--- src/rtl/fsm_arb_pkg.sv ---
// Shared definitions for the round-robin arbiter FSM: state encoding,
// default sizing constants and the rotating priority select function.
package fsm_arb_pkg;

    localparam int ARB_N_DEFAULT        = 4;
    localparam int ARB_MAX_HOLD_DEFAULT = 8;
    localparam int ARB_N_MAX            = 8;

    // State encoding kept as plain constants so netlists and older tools see fixed codes
    typedef logic [1:0] arb_state_t;
    localparam arb_state_t ST_IDLE    = 2'b00;
    localparam arb_state_t ST_GRANT   = 2'b01;
    localparam arb_state_t ST_RELEASE = 2'b10;

    // Index of the first set request found scanning ptr, ptr+1, ... mod n.
    // Returns 0 when nothing is set; callers only use it when req is non-zero.
    function automatic logic [2:0] rr_select(input logic [ARB_N_MAX-1:0] req,
                                             input logic [2:0]           ptr,
                                             input int                   n);
        logic [2:0] sel;
        logic       found;
        int         idx;
        sel   = 3'd0;
        found = 1'b0;
        idx   = 0;
        for (int i = 0; i < ARB_N_MAX; i++) begin
            if (i < n) begin
                idx = int'(ptr) + i;
                if (idx >= n) begin
                    idx = idx - n;
                end
                if (!found && req[idx]) begin
                    sel   = idx[2:0];
                    found = 1'b1;
                end
            end
        end
        return sel;
    endfunction

endpackage

--- src/rtl/fsm_hold_counter.sv ---
// Grant-length counter for the arbiter's force-release feature.
// Counts GRANT cycles; tc flags the last cycle a grant may be held.
module fsm_hold_counter #(
    parameter int MAX_HOLD = 8
) (
    input  logic clk,
    input  logic nRst,
    input  logic clr,
    input  logic en,
    output logic tc
);

    logic [7:0] count_reg;

    // Up-counter: clear wins over enable so a fresh grant always starts at zero
    always_ff @(posedge clk or negedge nRst) begin
        if (!nRst) begin
            count_reg <= 8'd0;
        end else if (clr) begin
            count_reg <= 8'd0;
        end else if (en) begin
            count_reg <= count_reg + 8'd1;
        end
    end

    assign tc = (count_reg == 8'(MAX_HOLD - 1));

endmodule

--- src/rtl/fsm_rr_arbiter.sv ---
// Round-robin arbiter FSM (IDLE -> GRANT -> RELEASE) with registered one-hot
// grant. Optional force-release of over-long grants: define FSM_ARB_TIMEOUT_EN.
module fsm_rr_arbiter
    import fsm_arb_pkg::*;
#(
    parameter int N        = ARB_N_DEFAULT,
    parameter int MAX_HOLD = ARB_MAX_HOLD_DEFAULT
) (
    input  logic                 clk,
    input  logic                 nRst,
    input  logic [N-1:0]         req,
    input  logic                 done,
    output logic [N-1:0]         grant,
    output logic [$clog2(N)-1:0] gnt_id,
    output logic                 busy,
    output logic                 timeout
);

    localparam int IW = $clog2(N);

    // Elaboration-time range checks on the configuration
    if (N < 2 || N > ARB_N_MAX) begin : g_bad_n
        $error("fsm_rr_arbiter: N must be in 2..8");
    end
    if (MAX_HOLD < 2 || MAX_HOLD > 255) begin : g_bad_max_hold
        $error("fsm_rr_arbiter: MAX_HOLD must be in 2..255");
    end

    arb_state_t             state_reg, state_next;
    logic [IW-1:0]          ptr_reg, ptr_next;
    logic [IW-1:0]          gnt_id_reg, gnt_id_next;
    logic [N-1:0]           grant_reg, grant_next;
    logic                   busy_reg;
    logic [ARB_N_MAX-1:0]   req_ext;
    logic [IW-1:0]          sel_id;
    logic [N-1:0]           sel_onehot;
    logic                   rel_normal;
    logic                   force_rel;

    // Widen the request vector to the select function's fixed width
    always_comb begin
        req_ext        = '0;
        req_ext[N-1:0] = req;
    end

    assign sel_id = IW'(rr_select(req_ext, 3'(ptr_reg), N));

    // One-hot decode of the selected requester
    for (genvar gi = 0; gi < N; gi++) begin : g_onehot
        assign sel_onehot[gi] = (sel_id == IW'(gi));
    end

    // The owner lets go either explicitly or by withdrawing its request
    assign rel_normal = done || !req[gnt_id_reg];

`ifdef FSM_ARB_TIMEOUT_EN
    logic hold_tc;
    logic timeout_reg;

    fsm_hold_counter #(
        .MAX_HOLD (MAX_HOLD)
    ) u_hold_counter (
        .clk  (clk),
        .nRst (nRst),
        .clr  (state_reg == ST_IDLE),
        .en   (state_reg == ST_GRANT),
        .tc   (hold_tc)
    );

    assign force_rel = hold_tc;

    // Timeout pulse lines up with the RELEASE cycle caused by a forced release
    always_ff @(posedge clk or negedge nRst) begin
        if (!nRst) begin
            timeout_reg <= 1'b0;
        end else begin
            timeout_reg <= (state_reg == ST_GRANT) && !rel_normal && hold_tc;
        end
    end

    assign timeout = timeout_reg;
`else
    assign force_rel = 1'b0;
    assign timeout   = 1'b0;
`endif

    // Next-state, grant and pointer selection
    always_comb begin
        state_next  = state_reg;
        ptr_next    = ptr_reg;
        gnt_id_next = gnt_id_reg;
        grant_next  = grant_reg;
        case (state_reg)
            ST_IDLE: begin
                grant_next = '0;
                if (req != '0) begin
                    grant_next  = sel_onehot;
                    gnt_id_next = sel_id;
                    state_next  = ST_GRANT;
                end
            end
            ST_GRANT: begin
                if (rel_normal || force_rel) begin
                    grant_next = '0;
                    state_next = ST_RELEASE;
                end
            end
            ST_RELEASE: begin
                grant_next = '0;
                ptr_next   = (gnt_id_reg == IW'(N - 1)) ? '0 : gnt_id_reg + 1'b1;
                state_next = ST_IDLE;
            end
            default: begin
                grant_next = '0;
                state_next = ST_IDLE;
            end
        endcase
    end

    // State and output registers; gnt_id is only rewritten on a new grant
    always_ff @(posedge clk or negedge nRst) begin
        if (!nRst) begin
            state_reg  <= ST_IDLE;
            ptr_reg    <= '0;
            gnt_id_reg <= '0;
            grant_reg  <= '0;
            busy_reg   <= 1'b0;
        end else begin
            state_reg  <= state_next;
            ptr_reg    <= ptr_next;
            gnt_id_reg <= gnt_id_next;
            grant_reg  <= grant_next;
            busy_reg   <= (state_next != ST_IDLE);
        end
    end

    assign grant  = grant_reg;
    assign gnt_id = gnt_id_reg;
    assign busy   = busy_reg;

endmodule

--- config.mk ---
export PLATFORM = sky130hd
export DESIGN_NAME = fsm_rr_arbiter
export DESIGN_NICKNAME = d
export VERILOG_FILES = /design/src/rtl/fsm_arb_pkg.sv /design/src/rtl/fsm_hold_counter.sv /design/src/rtl/fsm_rr_arbiter.sv
export SDC_FILE = /design/constraint.sdc
export NUM_CORES = 1
export LEC_CHECK = 0
export BUFFER_PORTS_ARGS = -buffer_cell sky130_fd_sc_hd__buf_2
export CAP_MARGIN = 10
export CORE_MARGIN = 4
export CORE_UTILIZATION = 36
export DETAILED_ROUTE_END_ITERATION = 8
export PLACE_DENSITY = 0.6
export SYNTH_ARGS = -nofsm -noshare
export SYNTH_HDL_FRONTEND = slang
export SYNTH_SLANG_ARGS = --single-unit
--- constraint.sdc ---
create_clock -name clk -period 2 [get_ports clk]
set_input_delay 0.2 -clock clk [delete_from_list [all_inputs] [get_ports clk]]
set_output_delay 0.2 -clock clk [all_outputs]
set_load 0.005 [all_outputs]
-- After elaboration in Yosys (flattened, before gate mapping)
Index checks and enable logic that the tools add are counted.
- register bits after elaboration: 11
- latch bits: 0
- RAM bits: 0
- memory bits (read-only): 0
- logic and storage cells: 74
- memories kept: 0
- $add $sub $neg: 8
- multiply operators: 0
- div/mod/pow operators: 0
- order comparisons: 9
- eq/ne operators: 7
- shift operators: 0
- multiplexer cells: 32
- bitwise operators: 0
- reduce and logical (&&, ||, !) cells: 13
- operator list (cell ; number):
    $lt A32 B5 Y1 const B ; 4
    $mux W32 ; 4
    $mux W2 ; 7
    $bmux W1 S3 ; 4
    $mux W1 ; 12
    $sub A3 B3 Y4 const B ; 3
    $ge A3 B3 Y1 const B ; 3
    $eq A2 B2 Y1 const B ; 4
    $mux W4 ; 2
    $pmux W4 S2 ; 1
    $add A2 B2 Y3 const B ; 2
    $eq A2 B1 Y1 const B ; 2
    $logic_not A1 Y1 ; 4
    $logic_not A2 Y1 ; 2
    $pmux W2 S2 ; 1
    $reduce_bool A4 Y1 ; 1
    $sub A2 B3 Y4 const B ; 1
    $add A2 B1 Y3 const B ; 1
    $ge A2 B3 Y1 const B ; 1
    $logic_and A1 B1 Y1 ; 3
    $lt A2 B3 Y1 const B ; 1
    $add A2 B1 Y2 const B ; 1
    $bmux W1 S2 ; 1
    $ne A2 B2 Y1 const B ; 1
    3 further kinds ; 3

-- Longest topological paths before layout
Gate-level depths: netlist of the first run.
- depth after elaboration: 18
- mapped depth: 4
- depth with buffers taken out: 4

-- Worst setup path before layout of the first run
No wires, ideal clock.
- path kind: reg-to-reg
- start point: register gnt_id_reg[0], in the netlist gnt_id[0]
- end point: register state_reg[0]
- library setup time: 0.124 ns
- data arrival time: 1.406 ns
- required time: 1.876 ns
- path slack: 0.470 ns
- stages on the path, launching flop included: 5
- path buffers: 0
- cells stage by stage: dfrtp_1 -> mux4_2 -> nor2b_4 -> nor3b_4 -> or2_1
- cells in the longest elaborated chain, start to end: 6
- ends and longest elaborated chain (element ; line ; RTL):
    start, declared ; fsm_rr_arbiter.sv:31 ; logic [IW-1:0] gnt_id_reg, gnt_id_next;
    start signal, assigned ; fsm_rr_arbiter.sv:131 ; gnt_id_reg <= gnt_id_next;
    $bmux W1 S2 ; fsm_rr_arbiter.sv:54 ; assign rel_normal = done || !req[gnt_id_reg];
    $mux W1 (not written as such) ; fsm_rr_arbiter.sv:54 ;
    $logic_not A1 Y1 ; fsm_rr_arbiter.sv:54 ;
    $logic_or A1 B1 Y1 ; fsm_rr_arbiter.sv:54 ;
    $mux W2 ; fsm_rr_arbiter.sv:103 ; if (rel_normal || force_rel) begin
    $pmux W2 S2 ; fsm_rr_arbiter.sv:93 ; case (state_reg)
    named net state_next[0] ; fsm_rr_arbiter.sv:29 ; arb_state_t state_reg, state_next;
    end signal, assigned ; fsm_rr_arbiter.sv:129 ; state_reg <= state_next;
    end, declared ; fsm_rr_arbiter.sv:29 ;
The timed path passes the listed nets, and every way through them passes these cells. The select of a mux whose other input is x is not followed.
A chain may end at the register's enable or synchronous reset.

-- Final worst setup path of the first run
Same ends and word-level chain as after synthesis.

==> results of run 1 <==
[repair_timing]
item,in CTS,in global routing
gates resized for setup,0,0
hold buffers,1,0
setup endpoints to repair,0,0
hold endpoints to repair,11,0
[cell families (layout without fill, tap and decap cells)]
family,after synthesis,count (layout)
and+or+nand+nor,19,19
DFF,11,11
other,1,1
AOI/OAI and AO/OA,11,11
adders and majority gates,1,1
muxes,4,4
buffers and inverters,3,21
[where the power goes]
| group | internal [W] | switching (W) | leakage (nW) |
|---|---|---|---|
| combinational | 0.000233 | 0.000192 | 0.183 |
| clock | 0.0000771 | 0.0000689 | 0.0150 |
| sequential | 0.000321 | 0.0000921 | 0.138 |
[through the flow]
stage          area, um2  total power, W  hold WS, ns  setup WS (ns)  utilization
5_1_grt              694         0.00108        0.261          0.347        0.461
3_3_place_gp         658        0.000840       0.0852          0.471        0.437
2_1_floorplan        573        0.000693      -0.0956          0.470            -
6_report             694        0.000984        0.247          0.424        0.461
4_1_cts              694         0.00100        0.240          0.409        0.461
3_5_place_dp         658        0.000850       0.0836          0.415        0.437
[cell usage after synthesis]
library cell  number
a21o_1             1
a21oi_1            2
a32o_1             4
and2b_1            2
and4_1             1
buf_4              1
conb_1             1
dfrtp_1           11
ha_1               1
inv_1              2
mux2_2             3
mux4_2             1
nand2_1            5
nand2b_1           1
nand3_1            1
nand4_1            1
nor2_1             2
nor2b_4            1
nor3_1             2
nor3b_4            1
nor4_1             1
o211a_1            1
o211ai_1           1
o21ai_0            1
o31ai_1            1
or2_1              1
[worst reg2reg max path, cell delays in order, from the launching register on]
cell and delay (ns):
dfrtp_1 0.43, mux4_2 0.52, nor2b_4 0.14, nor3b_4 0.15
or2_1 0.23
[metal layers]
metal,wire [um],vias up
met3,71,2
met2,530,17
met4,7,0
met5,0,-
li1,-,225
met1,549,206
[placed cells by master (no fill, tap or decap)]
master / Yosys / layout
buf_2: 0 / 13
dfrtp_1: 11 / 11
nand2_1: 5 / 5
a32o_1: 4 / 4
mux2_2: 3 / 3
clkbuf_4: 0 / 3
inv_1: 2 / 2
nor3_1: 2 / 2
a21oi_1: 2 / 2
and2b_1: 2 / 2
nor2_1: 2 / 2
mux4_2: 1 / 1
nor2b_4: 1 / 1
nor3b_4: 1 / 1
nor4_1: 1 / 1
or2_1: 1 / 1
nand2b_1: 1 / 1
a21o_1: 1 / 1
o21ai_0: 1 / 1
o211ai_1: 1 / 1
nand3_1: 1 / 1
nand4_1: 1 / 1
and4_1: 1 / 1
o31ai_1: 1 / 1
o211a_1: 1 / 1
ha_1: 1 / 1
conb_1: 1 / 1
clkbuf_1: 0 / 1
dlygate4sd3_1: 0 / 1
buf_4: 1 / 1
[worst paths after layout]
kind | startpoint | endpoint | slack [ns]
setup / recovery | gnt_id[0] | state_reg[0] | 0.42
hold / removal | done | state_reg[1] | 0.25
setup reg to reg | gnt_id[0] | state_reg[0] | 0.42
hold reg to reg | grant[0] | grant[0] | 0.49
max in group asynchronous | nRst | gnt_id[0] | 1.47
min in group asynchronous | nRst | busy | 0.32
[cell type report]
cell class,instances,share of cell area
clock buffer,4,0.0378
inverter,2,0.0108
multi-input combinational,36,0.407
sequential,11,0.396
tap,16,0.0288
timing repair buffer,15,0.119
==> results.md, run 1 <==
- Starting Density: 0.380
- Xor/xnor share of the synthesized area: 0
- Crit path DAT: 1.73 ns
- Vias per cell: 5.36
- N_diodes: 0
- Area of the multi-input gates: 283 um2
- Status: finished clean
- Distinct cells, synth: 26
- Final wirelength: 1160 um
- Via Count: 450
- Top-Level Pins: 15
- LEAKAGE: 0.336 nW
- Dpl cells: 79
- Hold Path Depth: 3
- H-tree depth: 1
- FF-to-FF path depth: 4
- Crit path buffers/inverters: 0
- Placement Rows: 14
- DRT antenna net count: 0
- Die Y: 47.9 um
- Number of port buffers: 13
- Final hold viol count: 0
- Area share of the leading cell type in the synthesized netlist: 0.480
- Avg Cell Area, Syn: 11.5 um2
- #FFs+latches synth: 11
- Simple-Gate Fraction of Synth Area: 0.214
- Clock Latency Late Sink: 0.26 ns
- Power density cells: 1420 nW/um2
- Longest Clk Path Bufs: 2
- Post-DR wirelength/cell: 13.8 um
- Area leader, netlist: dfrtp_1
- DP HPWL: 943 um
- Met1 Usage GRT: 0.176
- Finished Layout Cells: 84
- Mux contribution to synthesized area: 0.0983
- Worst path max stage delay: 0.52 ns
- Clock Sinks: 11
- Area grow syn2layout: 21.2%
- HP Class: primary input to flop
- Fin crit share: 0.788
- Minimum clock period: 1.58 ns
- Critical Path Source Type: flop
- Delay-heaviest family, CP: multiplexers
- Fmax: 634 MHz
- Initial DRC Count: 6
- Met3 usage: 0.0451
- Endpoint class of the critical path: flop
- Max reg flops: 4
- GRT busiest layer: met2
- Required time worst endpoint: 2.15 ns
- Synth Instances: 50
- Pins Over Slew Limit: 0
- Vias in the first global route: 446
- # fillers: 164
- FF+latch area: 275 um2
- Congestion Overflow GR: 0
- CTS tree: yes
- Global-route wire length before repair: 2010 um
- Adder-Cell Fraction of Synth Area: 0.0218
- Drt pass-1 iters: 4
- Maximum VDD drop: 666 uV
- Setup Fix Bufs, Post-CTS: 0
- Met2 usage: 0.193
- Core Box Area: 1510 um2
- Tot GR Track Use: 0.131
- Chip Width: 47.9 um
- Crit path max fanout: 5
- Clk_skew: 0.00434 ns
- Synth Warn #: 0
- CTS clk-pin slew, worst paths: 0.07 ns
- RSZ-0062 raised after global routing: false
- Complex-gate fraction of the synthesized area: 0.153
- Crit-path cells: mux4_2, nor2b_4, nor3b_4, or2_1
- Pin count of the biggest net entering global routing: 12
- WP depth: 4
- # DRC: 0
- Net Count, Synth: 58
- Fin nets: 77
- Setup tns final: 0 ns
- Share of post-route cells with drive strength above 1: 0.338
- Largest family of logic cells by synthesized area: simple AND/OR/NAND/NOR gates
- Final estimated routing congestion in global placement: 0.720
- CP max stage cell: mux4_2
- Antenna violations before repair: 0
- Setup violation total in the final timing report: 0
- Max_cap viols: 0
- Post-Syn Area: 573 um2
- Die area: 2290 um2
- Setup Crit Path Kind: flop to flop
- TritonCTS buffer count: 3
- Sequential-to-total area share from yosys stat: 0.480
- Top post-synthesis cells by area: dfrtp_1 (48%), a32o_1 (7.0%), mux2_2 (5.9%), mux4_2 (3.9%), nand2_1 (3.3%)
- Root Buffer: clkbuf_4
(Power assumes the default switching activity.)
==> inputs of run 2 (changes only) <==
--- a/config.mk
+++ b/config.mk
@@ -10,7 +10,7 @@
 export CORE_MARGIN = 4
 export CORE_UTILIZATION = 36
 export DETAILED_ROUTE_END_ITERATION = 8
-export PLACE_DENSITY = 0.6
+export PLACE_DENSITY = 0.62
 export SYNTH_ARGS = -nofsm -noshare
 export SYNTH_HDL_FRONTEND = slang
 export SYNTH_SLANG_ARGS = --single-unit
==> constraint.sdc (replaced) <==
create_clock -name clk -period 1.3 [get_ports clk]
set_input_delay 0.13 -clock clk [delete_from_list [all_inputs] [get_ports clk]]
set_output_delay 0.13 -clock clk [all_outputs]
set_load 0.005 [all_outputs]
==> run 2 against run 1 <==
  * Sequential power up 47%
  * Cell area up 15%
  * Hold slack got worse by 0.081 ns
  * Die area stayed put
  * Global-route usage increased by 0.96 points
  * The flow now finishes with violations (negative setup slack)
  * Via count grew 8.4%
  * Largest power group unchanged
  * Worst setup slack worse by 0.64 ns
  * Critical path depth stayed put
==> results.md, run 2 (synthesis results as in run 1) <==
- Status: finished with violations
- Failing checks: negative setup slack
- Vias in the first global route: 507 (+14%)
- Required time worst endpoint: 1.45 ns (-0.70 ns)
- Hold_sp: done
- Design area: 800 um2 (+15%)
- Register-to-register path setup slack: -0.22 ns (-0.64 ns)
- H-tree depth: 1 (unchanged)
- Vias per cell: 5.25 (-2.1%)
- Initial DRC Count: 11 (+5)
- Post-DR wirelength/cell: 14.4 um (+4.1%)
- Die Y: 47.9 um (unchanged)
- CTS clk-pin slew, worst paths: 0.07 ns (about the same)
- Die area: 2290 um2 (unchanged)
- TritonCTS buffer count: 3 (unchanged)
- Final wirelength: 1340 um (+15%)
- Global-route wire length before repair: 2150 um (+6.9%)
- Longest Clk Path Bufs: 2 (unchanged)
- Drt pass-1 iters: 4 (unchanged)
- Minimum clock period: 1.52 ns (-0.0575 ns)
- Area grow syn2layout: 39.5%
- Max_slew headroom: 0.555
- Hold Path Depth: 3 (unchanged)
- Worst-margin pin slew: 0.662 ns
- Fmax: 658 MHz (+3.8%)
- Crit path max fanout: 5 (unchanged)
- Number of port buffers: 13 (unchanged)
- Pins Over Slew Limit: 0 (unchanged)
- Final hold viol count: 0 (unchanged)
- Antenna violations before repair: 0 (unchanged)
- Max_cap viols: 0 (unchanged)
- Core Box Area: 1510 um2 (unchanged)
- Setup violation total in the final timing report: 5 (+5)
- Fin crit share: 1.17 (+0.380)
- Critical Path Source Type: flop
- Root Buffer: clkbuf_4
- Endpoint class of the critical path: flop
- Share of post-route cells with drive strength above 1: 0.468 (+0.129)
- # DRC: 0 (unchanged)
- Dpl cell area: 718 um2 (+9.1%)
- Final estimated routing congestion in global placement: 0.707 (-1.8%)
- Setup slack after layout: -0.219 ns (-0.643 ns)
- Fin nets: 86 (+12%)
- Congestion Overflow GR: 0 (unchanged)
- Reg-to-Reg End: grant[2]
- Placement Rows: 14 (unchanged)
- Worst r2r src: gnt_id[0]
- Clock Latency Late Sink: 0.27 ns (about the same)
- Starting Density: 0.380 (unchanged)
- Fin util: 0.531 (+0.0698)
- HP Class: primary input to flop
- Setup Crit Path Kind: flop to flop
- Power density cells: 2220 nW/um2 (+56%)
- CTS tree: yes
- LEAKAGE: 0.392 nW (+17%)
- Commonest non-fill, non-tap cells in the layout: buf_2 (13), dfrtp_1 (11), buf_4 (10)
- N_diodes: 0 (unchanged)
- Max reg flops: 4 (unchanged)
- Tot GR Track Use: 0.140 (+0.00960)
- RSZ-0062 raised after global routing: true
- DRT antenna net count: 0 (unchanged)
- Hold Path Sink: state_reg[1]
- Pin count of the biggest net entering global routing: 12 (unchanged)
- Maximum VDD drop: 1150 uV (+73%)
- Most common cell after layout, fill and taps aside: buf_2
- Crit path DAT: 1.67 ns (-0.06 ns)
- Via Count: 488 (+8.4%)
- FF-to-FF path depth: 4 (unchanged)
- DP HPWL: 993 um (+5.3%)
- Top-Level Pins: 15 (unchanged)
- Clock Sinks: 11 (unchanged)
- Chip Width: 47.9 um (unchanged)
- Clk_skew: 0.00277 ns (-0.00157 ns)
[run 2: how the worst max path moves through the flow]
stage / depth (start not counted) / slack (ns) / startpoint / to
after floorplan: 4 / -0.21 / gnt_id[0] / state_reg[0]
after global placement: 4 / -0.20 / gnt_id[0] / grant[3]
after detailed placement: 2 / -0.20 / state_reg[1] / gnt_id[0]
after CTS: 4 / -0.21 / gnt_id[0] / grant[2]
after global routing: 4 / -0.26 / gnt_id[0] / grant[2]
final: 4 / -0.22 / gnt_id[0] / grant[2]
[run 2: what timing repair did]
item,CTS,global route
setup endpoints to repair,7,9
pin swaps,4,4
resized for setup,3,4
setup buffers,2,1
hold buffers,1,0
hold endpoints to repair,11,0
[run 2: critical path, cell delays in order, from the launching register on]
cell and delay [ns]:
dfrtp_1 0.39, mux4_2 0.51, nor2b_4 0.14, nor3b_4 0.16, a32o_1 0.21
[run 2: per-stage QoR]
step           power [W]  cells  setup TNS [ns]  hold WS (ns)  setup WS [ns]
2_1_floorplan    0.00107     50           -1.26        -0.166         -0.211
3_3_place_gp     0.00140     87           -1.31       0.00919         -0.199
3_5_place_dp     0.00142     87           -1.30        0.0128         -0.203
4_1_cts          0.00177     94           -1.03         0.154         -0.211
5_1_grt          0.00193     93           -1.30         0.161         -0.256
6_report         0.00177     93           -1.05         0.166         -0.219
[run 2: report_power, final]
part           internal [W]  switching, W  total [W]  leakage, nW
logic              0.000527      0.000411   0.000939        0.239
registers          0.000495      0.000111   0.000606        0.138
clock network      0.000119      0.000109   0.000227       0.0150
total               0.00114      0.000631    0.00177        0.392
[run 2: cell type report]
class,instances,area [um2]
Timing Repair Buffer,24,150
Fill cell,141,707
Multi-Input combinational cell,36,320
Inverter,2,7.51
Clock buffer,4,26.3
Sequential cell,11,275
Tap cell,16,20.0
[run 2: layer usage]
metal | share of wire | vias to the layer above | track usage
li1 | - | 238 | -
met1 | 0.43 | 236 | 0.161
met2 | 0.51 | 12 | 0.235
met3 | 0.052 | 2 | 0.0564
met4 | 0.0060 | 0 | 0.0484
met5 | 0 | - | 0
==> inputs of run 3 (changes only) <==
--- a/config.mk
+++ b/config.mk
@@ -7,10 +7,10 @@
 export LEC_CHECK = 0
 export BUFFER_PORTS_ARGS = -buffer_cell sky130_fd_sc_hd__buf_2
 export CAP_MARGIN = 10
-export CORE_MARGIN = 4
-export CORE_UTILIZATION = 36
+export CORE_MARGIN = 2
+export CORE_UTILIZATION = 35
 export DETAILED_ROUTE_END_ITERATION = 8
-export PLACE_DENSITY = 0.62
+export PLACE_DENSITY = 0.61
 export SYNTH_ARGS = -nofsm -noshare
 export SYNTH_HDL_FRONTEND = slang
 export SYNTH_SLANG_ARGS = --single-unit
==> run 3 against run 2 <==
  * The run still ends with negative setup slack left
  * Clock skew up 0.0023 ns
  * Clock power about the same
  * Via count down 1.2%
  * Fmax up 0.81%
  * Global-route usage up 1.5 points
  * Register-to-register slack about the same
  * Cell count unchanged
  * Sequential share of layout area up 0.83 points
  * Non-clock buffer count unchanged
  * Core utilization down 1.8 points
  * Combinational power down 8.2%
  * Critical path type unchanged
==> results.md, run 3 (synthesis results as in run 1) <==
- Status: finished with violations
- Failing checks: negative setup slack
- Met2 usage: 0.235 (about the same)
- Clk_skew: 0.00510 ns (+0.00233 ns)
- Vias per cell: 5.18 (-1.2%)
- Max_cap viols: 0 (unchanged)
- Crit path max fanout: 5 (unchanged)
- Drt pass-1 iters: 4 (unchanged)
- Final estimated routing congestion in global placement: 0.830 (+17%)
- Setup Fix Bufs, Post-CTS: 0 (-2)
- Vias in the first global route: 495 (-2.4%)
- Initial DRC Count: 5 (-6)
- Core Box Area: 1520 um2 (+1.2%)
- Global-route wire length before repair: 2100 um (-2.2%)
- Fin nets: 86 (unchanged)
- Maximum VDD drop: 1170 uV (+1.7%)
- Share of post-route cells with drive strength above 1: 0.468 (unchanged)
- N_diodes: 0 (unchanged)
- Starting Density: 0.376 (-0.00437)
- Worst-margin pin slew: 0.529 ns (-0.133 ns)
- Critical Path Source Type: flop
- Minimum clock period: 1.51 ns (-0.0123 ns)
- Top-Level Pins: 15 (unchanged)
- Met1 Usage GRT: 0.190 (+0.0286)
- CTS clk-pin slew, worst paths: 0.07 ns (about the same)
- GRT busiest layer: met2
- Power density cells: 2160 nW/um2 (-2.3%)
- RSZ-0062 raised after global routing: true
- HP Class: primary input to flop
- Area of the multi-input gates: 302 um2 (-5.9%)
- Pins Over Slew Limit: 0 (unchanged)
- Endpoint class of the critical path: flop
- Most common cell after layout, fill and taps aside: buf_2
- Crit path DAT: 1.66 ns (about the same)
- Setup Crit Path Kind: flop to flop
- Chip Width: 44.5 um (-7.2%)
- Clock Latency Late Sink: 0.27 ns (about the same)
- Commonest non-fill, non-tap cells in the layout: buf_2 (13), dfrtp_1 (11), buf_4 (10)
- Number of port buffers: 13 (unchanged)
- Placement Rows: 14 (unchanged)
- Met3 usage: 0.0735 (+0.0171)
- Root Buffer: clkbuf_4
- Fin crit share: 1.16 (-0.00944)
- Antenna violations before repair: 0 (unchanged)
- # fillers: 145 (+2.8%)
- Final hold viol count: 0 (unchanged)
- Dpl cells: 88 (+1.1%)
- Tot GR Track Use: 0.155 (+0.0150)
- Setup slack after layout: -0.206 ns (+0.0123 ns)
- Pin count of the biggest net entering global routing: 12 (unchanged)
- LEAKAGE: 0.389 nW (-0.87%)
- Finished Layout Cells: 93 (unchanged)
- Die Y: 44.5 um (-7.2%)
- Post-DR wirelength/cell: 13.0 um (-9.5%)
- Clock Sinks: 11 (unchanged)
- Area grow syn2layout: 36.2%
- Congestion Overflow GR: 0 (unchanged)
- Via Count: 482 (-1.2%)
- CTS tree: yes
- TritonCTS buffer count: 3 (unchanged)
- Required time worst endpoint: 1.46 ns (about the same)
- Die area: 1980 um2 (-14%)
- Final wirelength: 1210 um (-9.5%)
- Fmax: 664 MHz (+0.81%)
- Setup violation total in the final timing report: 7 (+2)
- Max_slew headroom: 0.644 (+0.0893)
- Longest Clk Path Bufs: 2 (unchanged)
- Max reg flops: 4 (unchanged)
- Worst slack at placement: -0.203 ns (+0.0000210 ns)
- FF+latch area: 275 um2 (unchanged)
- Fin util: 0.512 (-0.0184)
- DRT antenna net count: 0 (unchanged)
- H-tree depth: 1 (unchanged)
- DP HPWL: 903 um (-9.0%)
- # DRC: 0 (unchanged)
run 3: cell counts in the layout (fill, tap and decap cells not counted):
No cell type changed its count.
run 3: area by class of cell:
type                    count  area share
well taps                  16      0.0256
repair buffers             24       0.192
clock buffers               4      0.0337
multi-input cells          36       0.386
flip-flops and latches     11       0.353
inverters                   2     0.00962
run 3: through the flow:
stage                     TNS, ns  hold WS (ns)  cell area (um2)  power [W]
after detailed placement    -1.38        0.0124              726    0.00142
after global placement      -1.37       0.00989              726    0.00141
final                       -1.02         0.168              781    0.00169
after CTS                   -1.05         0.167              777    0.00170
after floorplan             -1.26        -0.166              573    0.00107
after global routing        -1.38         0.159              781    0.00183
run 3: where the power goes:
group	total, W	switching [W]	internal (W)
Sequential	0.000599	0.000104	0.000494
Combinational	0.000862	0.000378	0.000484
Clock	0.000229	0.000110	0.000119
run 3: final timing paths:
check	depth (start not counted)	start	slack, ns	to
min in group asynchronous	2	nRst	0.26	busy
hold / removal	3	done	0.17	state_reg[1]
hold reg to reg	1	grant[3]	0.49	grant[3]
max in group asynchronous	2	nRst	0.83	grant[3]
setup / recovery	4	gnt_id[0]	-0.21	grant[0]
setup reg to reg	4	gnt_id[0]	-0.21	grant[0]
run 3: repair_timing:
| item | 4_1_cts | 5_1_grt |
|---|---|---|
| hold buffers | 1 | 0 |
| pin swaps | 1 | 3 |
| resized for setup | 3 | 1 |
| endpoints found under the hold margin | 11 | 0 |
| endpoints found under the setup margin | 7 | 7 |
run 3: per-layer routing:
| layer | share of wire | wire [um] |
|---|---|---|
| met1 | 0.45 | 544 |
| met4 | 0.020 | 24 |
| met3 | 0.075 | 91 |
| met2 | 0.45 | 548 |
| met5 | 0 | 0 |
run 3: critical path: stages (launching register included):
cell	delay, ns
dfrtp_1	0.37
mux4_2	0.51
nor2b_4	0.14
nor3b_4	0.16
a32o_1	0.21
